--- config.mk ---
export PLATFORM = sky130hd
export DESIGN_NAME = que_pair_ctrl_flat
export DESIGN_NICKNAME = d
export VERILOG_FILES = /design/src/rtl/que_pair_if.sv /design/src/rtl/que_pair_ctrl.sv /design/src/flat_wrapper.sv
export SDC_FILE = /design/constraint.sdc
export NUM_CORES = 2
export LEC_CHECK = 0
export ABC_AREA = 1
export ABC_CLOCK_PERIOD_IN_PS = 4300
export BUFFER_PORTS_ARGS = -buffer_cell sky130_fd_sc_hd__buf_2
export CAP_MARGIN = 10
export CORE_UTILIZATION = 50
export DETAILED_ROUTE_END_ITERATION = 8
export PLACE_DENSITY = 0.7
export SKIP_CTS_REPAIR_TIMING = 1
export SLEW_MARGIN = 20
export SYNTH_ARGS = -nofsm -noshare
export SYNTH_HDL_FRONTEND = slang
export SYNTH_SLANG_ARGS = --single-unit
--- constraint.sdc ---
create_clock -name clk -period 4.3 [get_ports clk]
set_input_delay 0 -clock clk [delete_from_list [all_inputs] [get_ports clk]]
set_output_delay 0 -clock clk [all_outputs]
set_load 0.01 [all_outputs]
--- src/rtl/que_pair_if.sv ---
// Bus bundle for the pairing queue: operand input handshake, pair-FIFO head and final-result outputs.
interface que_pair_if #(
    parameter int unsigned WID_D  = 32,
    parameter int unsigned CNT_W  = 5,
    parameter int unsigned ADDR_W = 5
) ();
    logic [WID_D-1:0]  data_in;
    logic [CNT_W-1:0]  order_cnt;
    logic              dt_vld_in;
    logic              dt_rdy_o;
    logic              mux2que_rdy;
    logic [WID_D-1:0]  a_left;
    logic [WID_D-1:0]  a_right;
    logic [CNT_W-1:0]  order_cnt_o;
    logic              dt_vld_o;
    logic [ADDR_W:0]   fifo_cnt;
    logic [WID_D-1:0]  data_cal_out;
    logic              data_out_vld;
    logic              err_ord;

    modport master (
        output data_in, order_cnt, dt_vld_in, mux2que_rdy,
        input  dt_rdy_o, a_left, a_right, order_cnt_o, dt_vld_o,
               fifo_cnt, data_cal_out, data_out_vld, err_ord
    );

    modport slave (
        input  data_in, order_cnt, dt_vld_in, mux2que_rdy,
        output dt_rdy_o, a_left, a_right, order_cnt_o, dt_vld_o,
               fifo_cnt, data_cal_out, data_out_vld, err_ord
    );
endinterface

--- src/rtl/que_pair_ctrl.sv ---
// Pairing queue for the reduction tree: matches operands per order index and
// queues {left, right, index} pairs in a show-ahead circular FIFO.
module que_pair_ctrl #(
    parameter int unsigned WID_D    = 32,
    parameter int unsigned CNT_W    = 5,
    parameter int unsigned ORD_NUM  = 30,
    parameter int unsigned FIFO_DEP = 17,
    parameter int unsigned ADDR_W   = $clog2(FIFO_DEP)
) (
    input  logic        clk,
    input  logic        rst_n,
    input  logic        flush,
    que_pair_if.slave   bus
);
    localparam int unsigned CNT_BITS = ADDR_W + 1;

    logic [ORD_NUM-1:0]  flag_q;
    logic [WID_D-1:0]    slot_q [ORD_NUM];
    logic [WID_D-1:0]    mem_l  [FIFO_DEP];
    logic [WID_D-1:0]    mem_r  [FIFO_DEP];
    logic [CNT_W-1:0]    mem_k  [FIFO_DEP];
    logic [ADDR_W-1:0]   wr_ptr_q;
    logic [ADDR_W-1:0]   rd_ptr_q;
    logic [CNT_BITS-1:0] cnt_q;
    logic [WID_D-1:0]    cal_q;
    logic                out_vld_q;
    logic                err_q;

    logic [CNT_W-1:0]    idx_c;
    logic                in_slot_c;
    logic                in_final_c;
    logic                in_err_c;
    logic                full_c;
    logic                rdy_c;
    logic                acc_c;
    logic                push_c;
    logic                pop_c;
    logic                not_empty_c;

    // Explicit wrap keeps non-power-of-two depths correct.
    function automatic logic [ADDR_W-1:0] next_ptr(input logic [ADDR_W-1:0] p);
        return (p == ADDR_W'(FIFO_DEP - 1)) ? '0 : p + ADDR_W'(1);
    endfunction

    always_comb begin
        idx_c       = bus.order_cnt;
        in_slot_c   = (bus.order_cnt <  CNT_W'(ORD_NUM));
        in_final_c  = (bus.order_cnt == CNT_W'(ORD_NUM));
        in_err_c    = (bus.order_cnt >  CNT_W'(ORD_NUM));
        full_c      = (cnt_q == CNT_BITS'(FIFO_DEP));
        not_empty_c = (cnt_q != '0);
        rdy_c       = !full_c && !flush;
        acc_c       = bus.dt_vld_in && rdy_c;
        push_c      = acc_c && in_slot_c && flag_q[idx_c];
        pop_c       = !flush && bus.mux2que_rdy && not_empty_c;
    end

    // Pointers, occupancy, slot flags and result/error registers.
    always_ff @(posedge clk or negedge rst_n) begin
        if (!rst_n) begin
            flag_q    <= '0;
            wr_ptr_q  <= '0;
            rd_ptr_q  <= '0;
            cnt_q     <= '0;
            cal_q     <= '0;
            out_vld_q <= 1'b0;
            err_q     <= 1'b0;
        end else if (flush) begin
            flag_q    <= '0;
            wr_ptr_q  <= '0;
            rd_ptr_q  <= '0;
            cnt_q     <= '0;
            out_vld_q <= 1'b0;
            err_q     <= 1'b0;
        end else begin
            if (acc_c && in_slot_c) begin
                flag_q[idx_c] <= !flag_q[idx_c];
            end
            if (push_c) begin
                wr_ptr_q <= next_ptr(wr_ptr_q);
            end
            if (pop_c) begin
                rd_ptr_q <= next_ptr(rd_ptr_q);
            end
            case ({push_c, pop_c})
                2'b10:   cnt_q <= cnt_q + CNT_BITS'(1);
                2'b01:   cnt_q <= cnt_q - CNT_BITS'(1);
                default: cnt_q <= cnt_q;
            endcase
            out_vld_q <= acc_c && in_final_c;
            if (acc_c && in_final_c) begin
                cal_q <= bus.data_in;
            end
            if (acc_c && in_err_c) begin
                err_q <= 1'b1;
            end
        end
    end

    // Slot operand storage and FIFO entry storage.
    always_ff @(posedge clk or negedge rst_n) begin
        if (!rst_n) begin
            for (int i = 0; i < int'(ORD_NUM); i++) begin
                slot_q[i] <= '0;
            end
            for (int i = 0; i < int'(FIFO_DEP); i++) begin
                mem_l[i] <= '0;
                mem_r[i] <= '0;
                mem_k[i] <= '0;
            end
        end else begin
            if (acc_c && in_slot_c && !flag_q[idx_c]) begin
                slot_q[idx_c] <= bus.data_in;
            end
            if (push_c) begin
                mem_l[wr_ptr_q] <= slot_q[idx_c];
                mem_r[wr_ptr_q] <= bus.data_in;
                mem_k[wr_ptr_q] <= bus.order_cnt;
            end
        end
    end

    assign bus.dt_rdy_o     = rdy_c;
    assign bus.a_left       = mem_l[rd_ptr_q];
    assign bus.a_right      = mem_r[rd_ptr_q];
    assign bus.order_cnt_o  = mem_k[rd_ptr_q];
    assign bus.dt_vld_o     = not_empty_c;
    assign bus.fifo_cnt     = cnt_q;
    assign bus.data_cal_out = cal_q;
    assign bus.data_out_vld = out_vld_q;
    assign bus.err_ord      = err_q;

endmodule

--- src/flat_wrapper.sv ---
// flat-port wrapper written by rule: the top's interface ports become plain ports
module que_pair_ctrl_flat 
#(
    parameter int unsigned WID_D    = 32,
    parameter int unsigned CNT_W    = 5,
    parameter int unsigned ORD_NUM  = 30,
    parameter int unsigned FIFO_DEP = 17,
    parameter int unsigned ADDR_W   = $clog2(FIFO_DEP)
)
  (clk, rst_n, flush, bus_data_in, bus_order_cnt, bus_dt_vld_in, bus_mux2que_rdy, bus_dt_rdy_o, bus_a_left, bus_a_right, bus_order_cnt_o, bus_dt_vld_o, bus_fifo_cnt, bus_data_cal_out, bus_data_out_vld, bus_err_ord);
  que_pair_if #(.WID_D(WID_D), .CNT_W(CNT_W), .ADDR_W(ADDR_W)) bus_i ();
  input  logic clk;
  input  logic rst_n;
  input  logic flush;
  input wire logic [$bits(bus_i.data_in)-1:0] bus_data_in;
  input wire logic [$bits(bus_i.order_cnt)-1:0] bus_order_cnt;
  input wire logic [$bits(bus_i.dt_vld_in)-1:0] bus_dt_vld_in;
  input wire logic [$bits(bus_i.mux2que_rdy)-1:0] bus_mux2que_rdy;
  output wire logic [$bits(bus_i.dt_rdy_o)-1:0] bus_dt_rdy_o;
  output wire logic [$bits(bus_i.a_left)-1:0] bus_a_left;
  output wire logic [$bits(bus_i.a_right)-1:0] bus_a_right;
  output wire logic [$bits(bus_i.order_cnt_o)-1:0] bus_order_cnt_o;
  output wire logic [$bits(bus_i.dt_vld_o)-1:0] bus_dt_vld_o;
  output wire logic [$bits(bus_i.fifo_cnt)-1:0] bus_fifo_cnt;
  output wire logic [$bits(bus_i.data_cal_out)-1:0] bus_data_cal_out;
  output wire logic [$bits(bus_i.data_out_vld)-1:0] bus_data_out_vld;
  output wire logic [$bits(bus_i.err_ord)-1:0] bus_err_ord;
  assign bus_i.data_in = bus_data_in;
  assign bus_i.order_cnt = bus_order_cnt;
  assign bus_i.dt_vld_in = bus_dt_vld_in;
  assign bus_i.mux2que_rdy = bus_mux2que_rdy;
  assign bus_dt_rdy_o = bus_i.dt_rdy_o;
  assign bus_a_left = bus_i.a_left;
  assign bus_a_right = bus_i.a_right;
  assign bus_order_cnt_o = bus_i.order_cnt_o;
  assign bus_dt_vld_o = bus_i.dt_vld_o;
  assign bus_fifo_cnt = bus_i.fifo_cnt;
  assign bus_data_cal_out = bus_i.data_cal_out;
  assign bus_data_out_vld = bus_i.data_out_vld;
  assign bus_err_ord = bus_i.err_ord;
  que_pair_ctrl #(.WID_D(WID_D), .CNT_W(CNT_W), .ORD_NUM(ORD_NUM), .FIFO_DEP(FIFO_DEP), .ADDR_W(ADDR_W)) u_core (.clk(clk), .rst_n(rst_n), .flush(flush), .bus(bus_i));
endmodule
Word level (Yosys, flattened, before mapping)
Index checks and enable logic that the tools add are counted.
Cells by class
  add/subtract/negate cells: 4
  order comparisons: 9
  equality and inequality tests: 6
  muxes and demuxes: 40
  bitwise operators: 4
  reductions and logical operators: 22
Operator list (number)
  544-bit bitwise mux: 2
  960-bit bitwise mux: 1
  32-bit binary-select mux with 5-bit select: 3
  32-bit demux with 5-bit select: 2
  32-bit 2-to-1 mux: 8
  85-bit bitwise mux: 1
  30-bit 2-to-1 mux: 2
  5-bit 2-to-1 mux: 9
  30-bit bitwise mux: 1
  5-bit binary-select mux with 5-bit select: 1
  5-bit demux with 5-bit select: 1
  6-bit >= comparator, second input constant: 3
  5-bit inverter with 6-bit output: 3
  5-bit == test, second input constant: 3
  1-bit logical AND: 12
  6-bit by 1-bit less-than comparator with 1-bit output, second input constant: 2
  6-bit one-hot mux with 2 select lines: 1
  5-bit by 1-bit adder with 5-bit output, second input constant: 2
  2-bit nonzero test: 4
  6-bit by 1-bit adder with 6-bit output, second input constant: 1
  6-bit by 5-bit == test with 1-bit output, second input constant: 1
  5-bit by 6-bit less-than comparator with 1-bit output, second input constant: 1
  6-bit 2-to-1 mux: 1
  6-bit nonzero test: 1
  other kinds (13): 19
Word-level totals
  bits in registers: 2213
  bits of input ports: 42
  output and inout port bits: 111
  word-level logic and storage cells: 173

Logic depth before layout (Yosys ltp)
  depth in word-level cells: 9
  gate-level depth with buffers: 23
  gate-level depth less buffers: 22

Least setup slack after synthesis
OpenSTA, ideal clock, no wires.
  kind: reg-to-reg
  start: reg u_core.cnt_q[2] (netlist: u_core.bus.fifo_cnt[2])
  end: reg u_core.cnt_q[4] (netlist: u_core.bus.fifo_cnt[4])
  library setup time: 126 ps
  data arrival time: 2326 ps
  slack: 1847 ps
  stages on the path, launching flop included: 18
  buffers on the path: 0
  period minus slack after synthesis: 2453 ps
  path through: dfrtp_1 nor2_1 nand3_1 o21ai_1 inv_1 nand2_1 nor2_1 nand2_4 nand2_1 inv_1 ha_1 inv_1 o21bai_1 inv_1 nand2_1 nand2_1 nand3_1 o21ai_0
On the way
  longest elaborated chain between the ends: 9
  elaborated cells on any way between the ends: 15
RTL lines
  from (decl): line que_pair_ctrl.sv:24  | logic [CNT_BITS-1:0] cnt_q;
  from (signal assigned): line que_pair_ctrl.sv:86  | 2'b10: cnt_q <= cnt_q + CNT_BITS'(1);
  from (signal assigned): line que_pair_ctrl.sv:87  | 2'b01: cnt_q <= cnt_q - CNT_BITS'(1);
  from (signal assigned): line que_pair_ctrl.sv:88  | default: cnt_q <= cnt_q;
  6-bit by 5-bit == test with 1-bit output (*): line que_pair_ctrl.sv:50  | full_c = (cnt_q == CNT_BITS'(FIFO_DEP));
  1-bit zero test (*): line que_pair_ctrl.sv:52  | rdy_c = !full_c && !flush;
  1-bit logical AND (*): line que_pair_ctrl.sv:52
  via bus_dt_rdy_o: line flat_wrapper.sv:19  | output wire logic [$bits(bus_i.dt_rdy_o)-1:0] bus_dt_rdy_o;
  1-bit logical AND (*): line que_pair_ctrl.sv:53  | acc_c = bus.dt_vld_in && rdy_c;
  1-bit logical AND (*) (2 in a row): line que_pair_ctrl.sv:54  | push_c = acc_c && in_slot_c && flag_q[idx_c];
  2-bit by 1-bit == test with 1-bit output or 2-bit == test (tied branches): line que_pair_ctrl.sv:85  | case ({push_c, pop_c})
  6-bit one-hot mux with 2 select lines: line que_pair_ctrl.sv:85
  6-bit 2-to-1 mux: line que_pair_ctrl.sv:68  | end else if (flush) begin
Mark *: on every way through the listed nets, which the timed path passes. The rest lies on a longest branch.
A chain may end at the register's enable or synchronous reset.

Worst setup path after layout
  start: reg u_core.rd_ptr_q[1]
  end: out bus_a_right[4]
On the way
  longest elaborated chain between the ends: 4
RTL lines
  from (decl): line que_pair_ctrl.sv:23  | logic [ADDR_W-1:0] rd_ptr_q;
  from (signal assigned): line que_pair_ctrl.sv:83  | rd_ptr_q <= next_ptr(rd_ptr_q);
  5-bit inverter with 6-bit output (implied by the code): line que_pair_ctrl.sv:125  | assign bus.a_right = mem_r[rd_ptr_q];
  32-bit binary-select mux with 5-bit select: line que_pair_ctrl.sv:125
  32-bit 2-to-1 mux (implied by the code) (2 in a row): line que_pair_ctrl.sv:125
  to (decl): line flat_wrapper.sv:21  | output wire logic [$bits(bus_i.a_right)-1:0] bus_a_right;
No other way between the ends. The select of a mux whose other input is x is not followed.

==> impl_metrics.yaml <==
finish:
  drive_gt1_share_pct: 8.756
  final_cells: 13150
  syn_to_final_growth_pct: 11.66
  register_area_mm2: 0.05539
  fin_nets: 10490
  fill_cells: 16440
  multi_input_area_mm2: 0.03525
synth:
  avgSynthCellArea_um2: 8.882
  synthesis.nets: 10810
  yosysUniqueCellTypes: 49
  yosysWarnings: 0
  syn_inst: 10760
  synth_largest_area_cell: "dfrtp_1"
  yosysSeqAreaShare_pct: 57.94
  ys_ff_latch: 2213
  synth_edf_count: 0
  syn_area_mm2: 0.09558
  yosys_most_used_dff: "dfrtp_1"
  async_flop_share_pct: 100.0
  synth_top_area_share_pct: 57.94
  ys_top_cells_by_area: "dfrtp_1 58%, o21ai_0 11%, nand2_1 9.7%, a22oi_1 3.7%, o21ai_1 3.5%"
worst_setup_path:
  slowest_stage: "inv_8"
  slowest_delay_ps: 680
  worst_setup_path_start_kind: "register"
  critPathKind: "register to output port"
  critPathArrivalTime_ps: 4040
  cp_max_fo: 124
  path_cells: "inv_8 -> o21ai_0 -> o221ai_1 -> o211ai_1 -> nand3_1 -> nand2_1 -> o21ai_0 -> buf_2"
  startpoint: "u_core.rd_ptr_q[1]$_DFFE_PN0P_"
  worst-path-buf-inv: 2
  crit_path_end_kind: "output port"
  reg2reg_from: "u_core.bus.fifo_cnt[5]$_DFFE_PN0P_"
  cp_common_cell: "o21ai_0"
  cp_top_family: "compound AO/OA/AOI/OAI gates"
  worst_ep_required_time_ps: 4300
timing:
  max_slew.worst_pin.slew_ps: 1164
  finalSetupViolCount: 0
  fin_ws_ps: 260.5
  rsz0062_at_grt: "false"
  max_freq_mhz: 247.6
  clock_skew_ps: 39.50
  final_max_slew_viol_count: 0
  maxSlewHeadroom_pct: 22.40
  hold_ws_ps: -18.13
  post-route-min-period_ps: 4039
  finalCritPeriodShare_pct: 93.94
  setup_tns_ps: 0
  finalHoldViolations: 8
die:
  fp.dieH_um: 439.2
  start_util_pct: 50.31
  rows: 160
  ios: 153
  core_area_mm2: 0.1900
  die_w_um: 439.2
  dieArea_mm2: 0.1929
grt:
  grt.overflow.total: 0
  grt_pass1_vias: 77030
  track_usage_pct: 31.74
  antenna_found_initial: 4
  grt_pass1_wl_um: 472600
  grt_max_degree: 161
power_and_ir_drop:
  p_int_mw: 38.12
  comb_power_share_pct: 21.4
  leakagePower_nw: 47.82
  powerDensity_mw_per_mm2: 524.8
  clkPwrFrac_pct: 37.2
  p_sw_mw: 17.89
  switching_share_pct: 31.94
  ir_drop_v: 0.0004199
  seqPwrFrac_pct: 41.4
drt:
  drc_errors: 0
  final_antenna_net_count: 0
  first_pass_iters: 6
  num_vias: 80810
  via_per_inst: 6.145
  routed_wl_um: 310500
  drtIter0Drc: 10610
  wl_per_cell_um: 23.61
placement:
  hpwlAfterDp_um: 176100
  placed_cells: 12660
  place_ws_ps: 934.0
  portBuffers: 152
  gp_congestion: 0.9337
job:
  maxCapViolCount: 0
clock_network:
  cts_buffer_depth: 3
  htreeDepth: 4
  numCtsBuffers: 219
  clk_latency_ps: 890
  cts_tree: "yes"
  cts.sinks: 2213
  clkTransAtPathRegs_ps: 60
  cts_root_buffer: "clkbuf_16"
min_path:
  hp-class: "input port to async pin"
status:
  violations: "negative hold slack"
  status: "finished, violations left"
==> routing by layer <==
layer	part of all wire (%)	GRT usage, %
met1	40	42.70
met2	45	48.65
met3	9.3	6.405
met4	5.6	16.63
met5	0.022	0.2730
==> registers in the layout, indices dropped and copies added (netlist names), 6 cells and up <==
signal                   count
u_core.mem_r               544
u_core.bus.data_cal_out     32
u_core.slot_q              960
u_core.flag_q               30
u_core.mem_l               544
u_core.bus.fifo_cnt          6
u_core.mem_k                85
==> worst min-delay path, cell delays in order <==
cell and delay (ps):
dlygate4sd3_1 580, buf_12 320, buf_12 300
==> layout make-up <==
| class | instances | share of cell area (%) |
|---|---|---|
| inverters | 229 | 0.9168 |
| diodes | 5 | 0.01172 |
| clock inverters | 100 | 1.455 |
| flip-flops and latches | 2213 | 51.91 |
| well taps | 2511 | 2.944 |
| clock buffers | 312 | 5.951 |
| multi-input cells | 7293 | 33.03 |
| repair buffers | 486 | 3.787 |
==> metrics by stage <==
| step | hold WS, ps | util (%) | power (mW) | cell area (um^2) |
|---|---|---|---|---|
| 2_1_floorplan | -295.6 | - | 30.28 | 95580 |
| 3_3_place_gp | 83.77 | 51.57 | 34.98 | 97970 |
| 3_5_place_dp | 61.06 | 51.57 | 35.20 | 97970 |
| 4_1_cts | -880.8 | 55.73 | 55.90 | 105900 |
| 5_1_grt | 4.142 | 56.17 | 58.17 | 106700 |
| 6_report | -18.13 | 56.17 | 56.01 | 106700 |
==> logic make-up (layout without fill, tap and decap cells) <==
| logic type | count (synthesis) | count (layout) | share of synthesized area, % |
|---|---|---|---|
| AO/OA/AOI/OAI | 3887 | 3887 | 22.43 |
| XOR/XNOR | 5 | 5 | 0.04582 |
| adder cells (fa/ha/maj) | 9 | 9 | 0.1178 |
| buffers and inverters | 1255 | 1127 | 5.408 |
| flip-flops | 2213 | 2213 | 57.94 |
| multiplexers | 15 | 15 | 0.1571 |
| other | 0 | 5 | 0 |
| AND/OR/NAND/NOR | 3377 | 3377 | 13.90 |
==> final timing paths <==
kind,endpoint,slack (ps),depth (start not counted)
setup / recovery,bus_a_right[4],260,8
hold / removal,u_core.mem_l[371]$_DFFE_PN0P_,-20,3
setup reg to reg,u_core.mem_r[350]$_DFFE_PN0P_,830,13
hold reg to reg,u_core.mem_r[449]$_DFFE_PN0P_,480,2
max in group asynchronous,u_core.slot_q[801]$_DFFE_PN0P_,3350,3
min in group clk,u_core.bus.data_cal_out[31]$_DFFE_PN0P_,60,4
==> power groups by stage <==
stage | registers (mW) | clock network (mW) | logic, mW
finish | 23.2 | 20.8 | 12.0
detailed placement | 23.5 | 0 | 11.7
CTS | 23.1 | 21.0 | 11.8
floorplan | 23.3 | 0 | 7.03
global route | 23.3 | 21.8 | 13.0
global placement | 23.4 | 0 | 11.5
==> placed cells by master (no fill, tap or decap), types with 16 or more instances in the layout <==
cell           instances
clkbuf_16            220
bufinv_16             32
nor2_1               657
nor2_2                23
clkbuf_1              42
o22ai_1              129
dfrtp_1             2209
nand3_1              106
nand3_2               28
nand3b_1              23
buf_4                216
nor2_4                16
clkinv_2              44
or4_1                 27
o21ai_0             2122
buf_2                151
buf_12                42
clkbuf_8              50
a22oi_1              477
o221ai_1             109
dlygate4sd3_1         74
a21oi_1              317
nand2_1             2458
o211ai_1              23
o21ai_1              668
inv_1                188
==> cell usage after synthesis, types with 3 or more instances <==
cell,instances
inv_1,191
dfrtp_1,2213
nor3_1,8
o22ai_1,129
nor2_2,25
a2111o_1,6
a22oi_1,477
mux2i_1,15
or4_1,27
nand4_1,6
nand2_4,4
o221ai_1,109
a31o_2,15
nand2_1,2461
clkbuf_2,22
a311oi_1,4
o31ai_1,5
o21a_1,3
o21ai_1,668
buf_1,43
nand3_1,134
buf_4,6
xor2_1,5
nor2_4,9
ha_1,9
nor2_1,662
a221o_1,3
nand3b_1,23
o21ai_0,2122
buf_6,15
buf_2,232
inv_2,33
a21oi_1,317
nor3_2,3
o211ai_1,23
clkinv_1,4
clkbuf_1,708
or2_2,9
(Power assumes the default switching activity.)
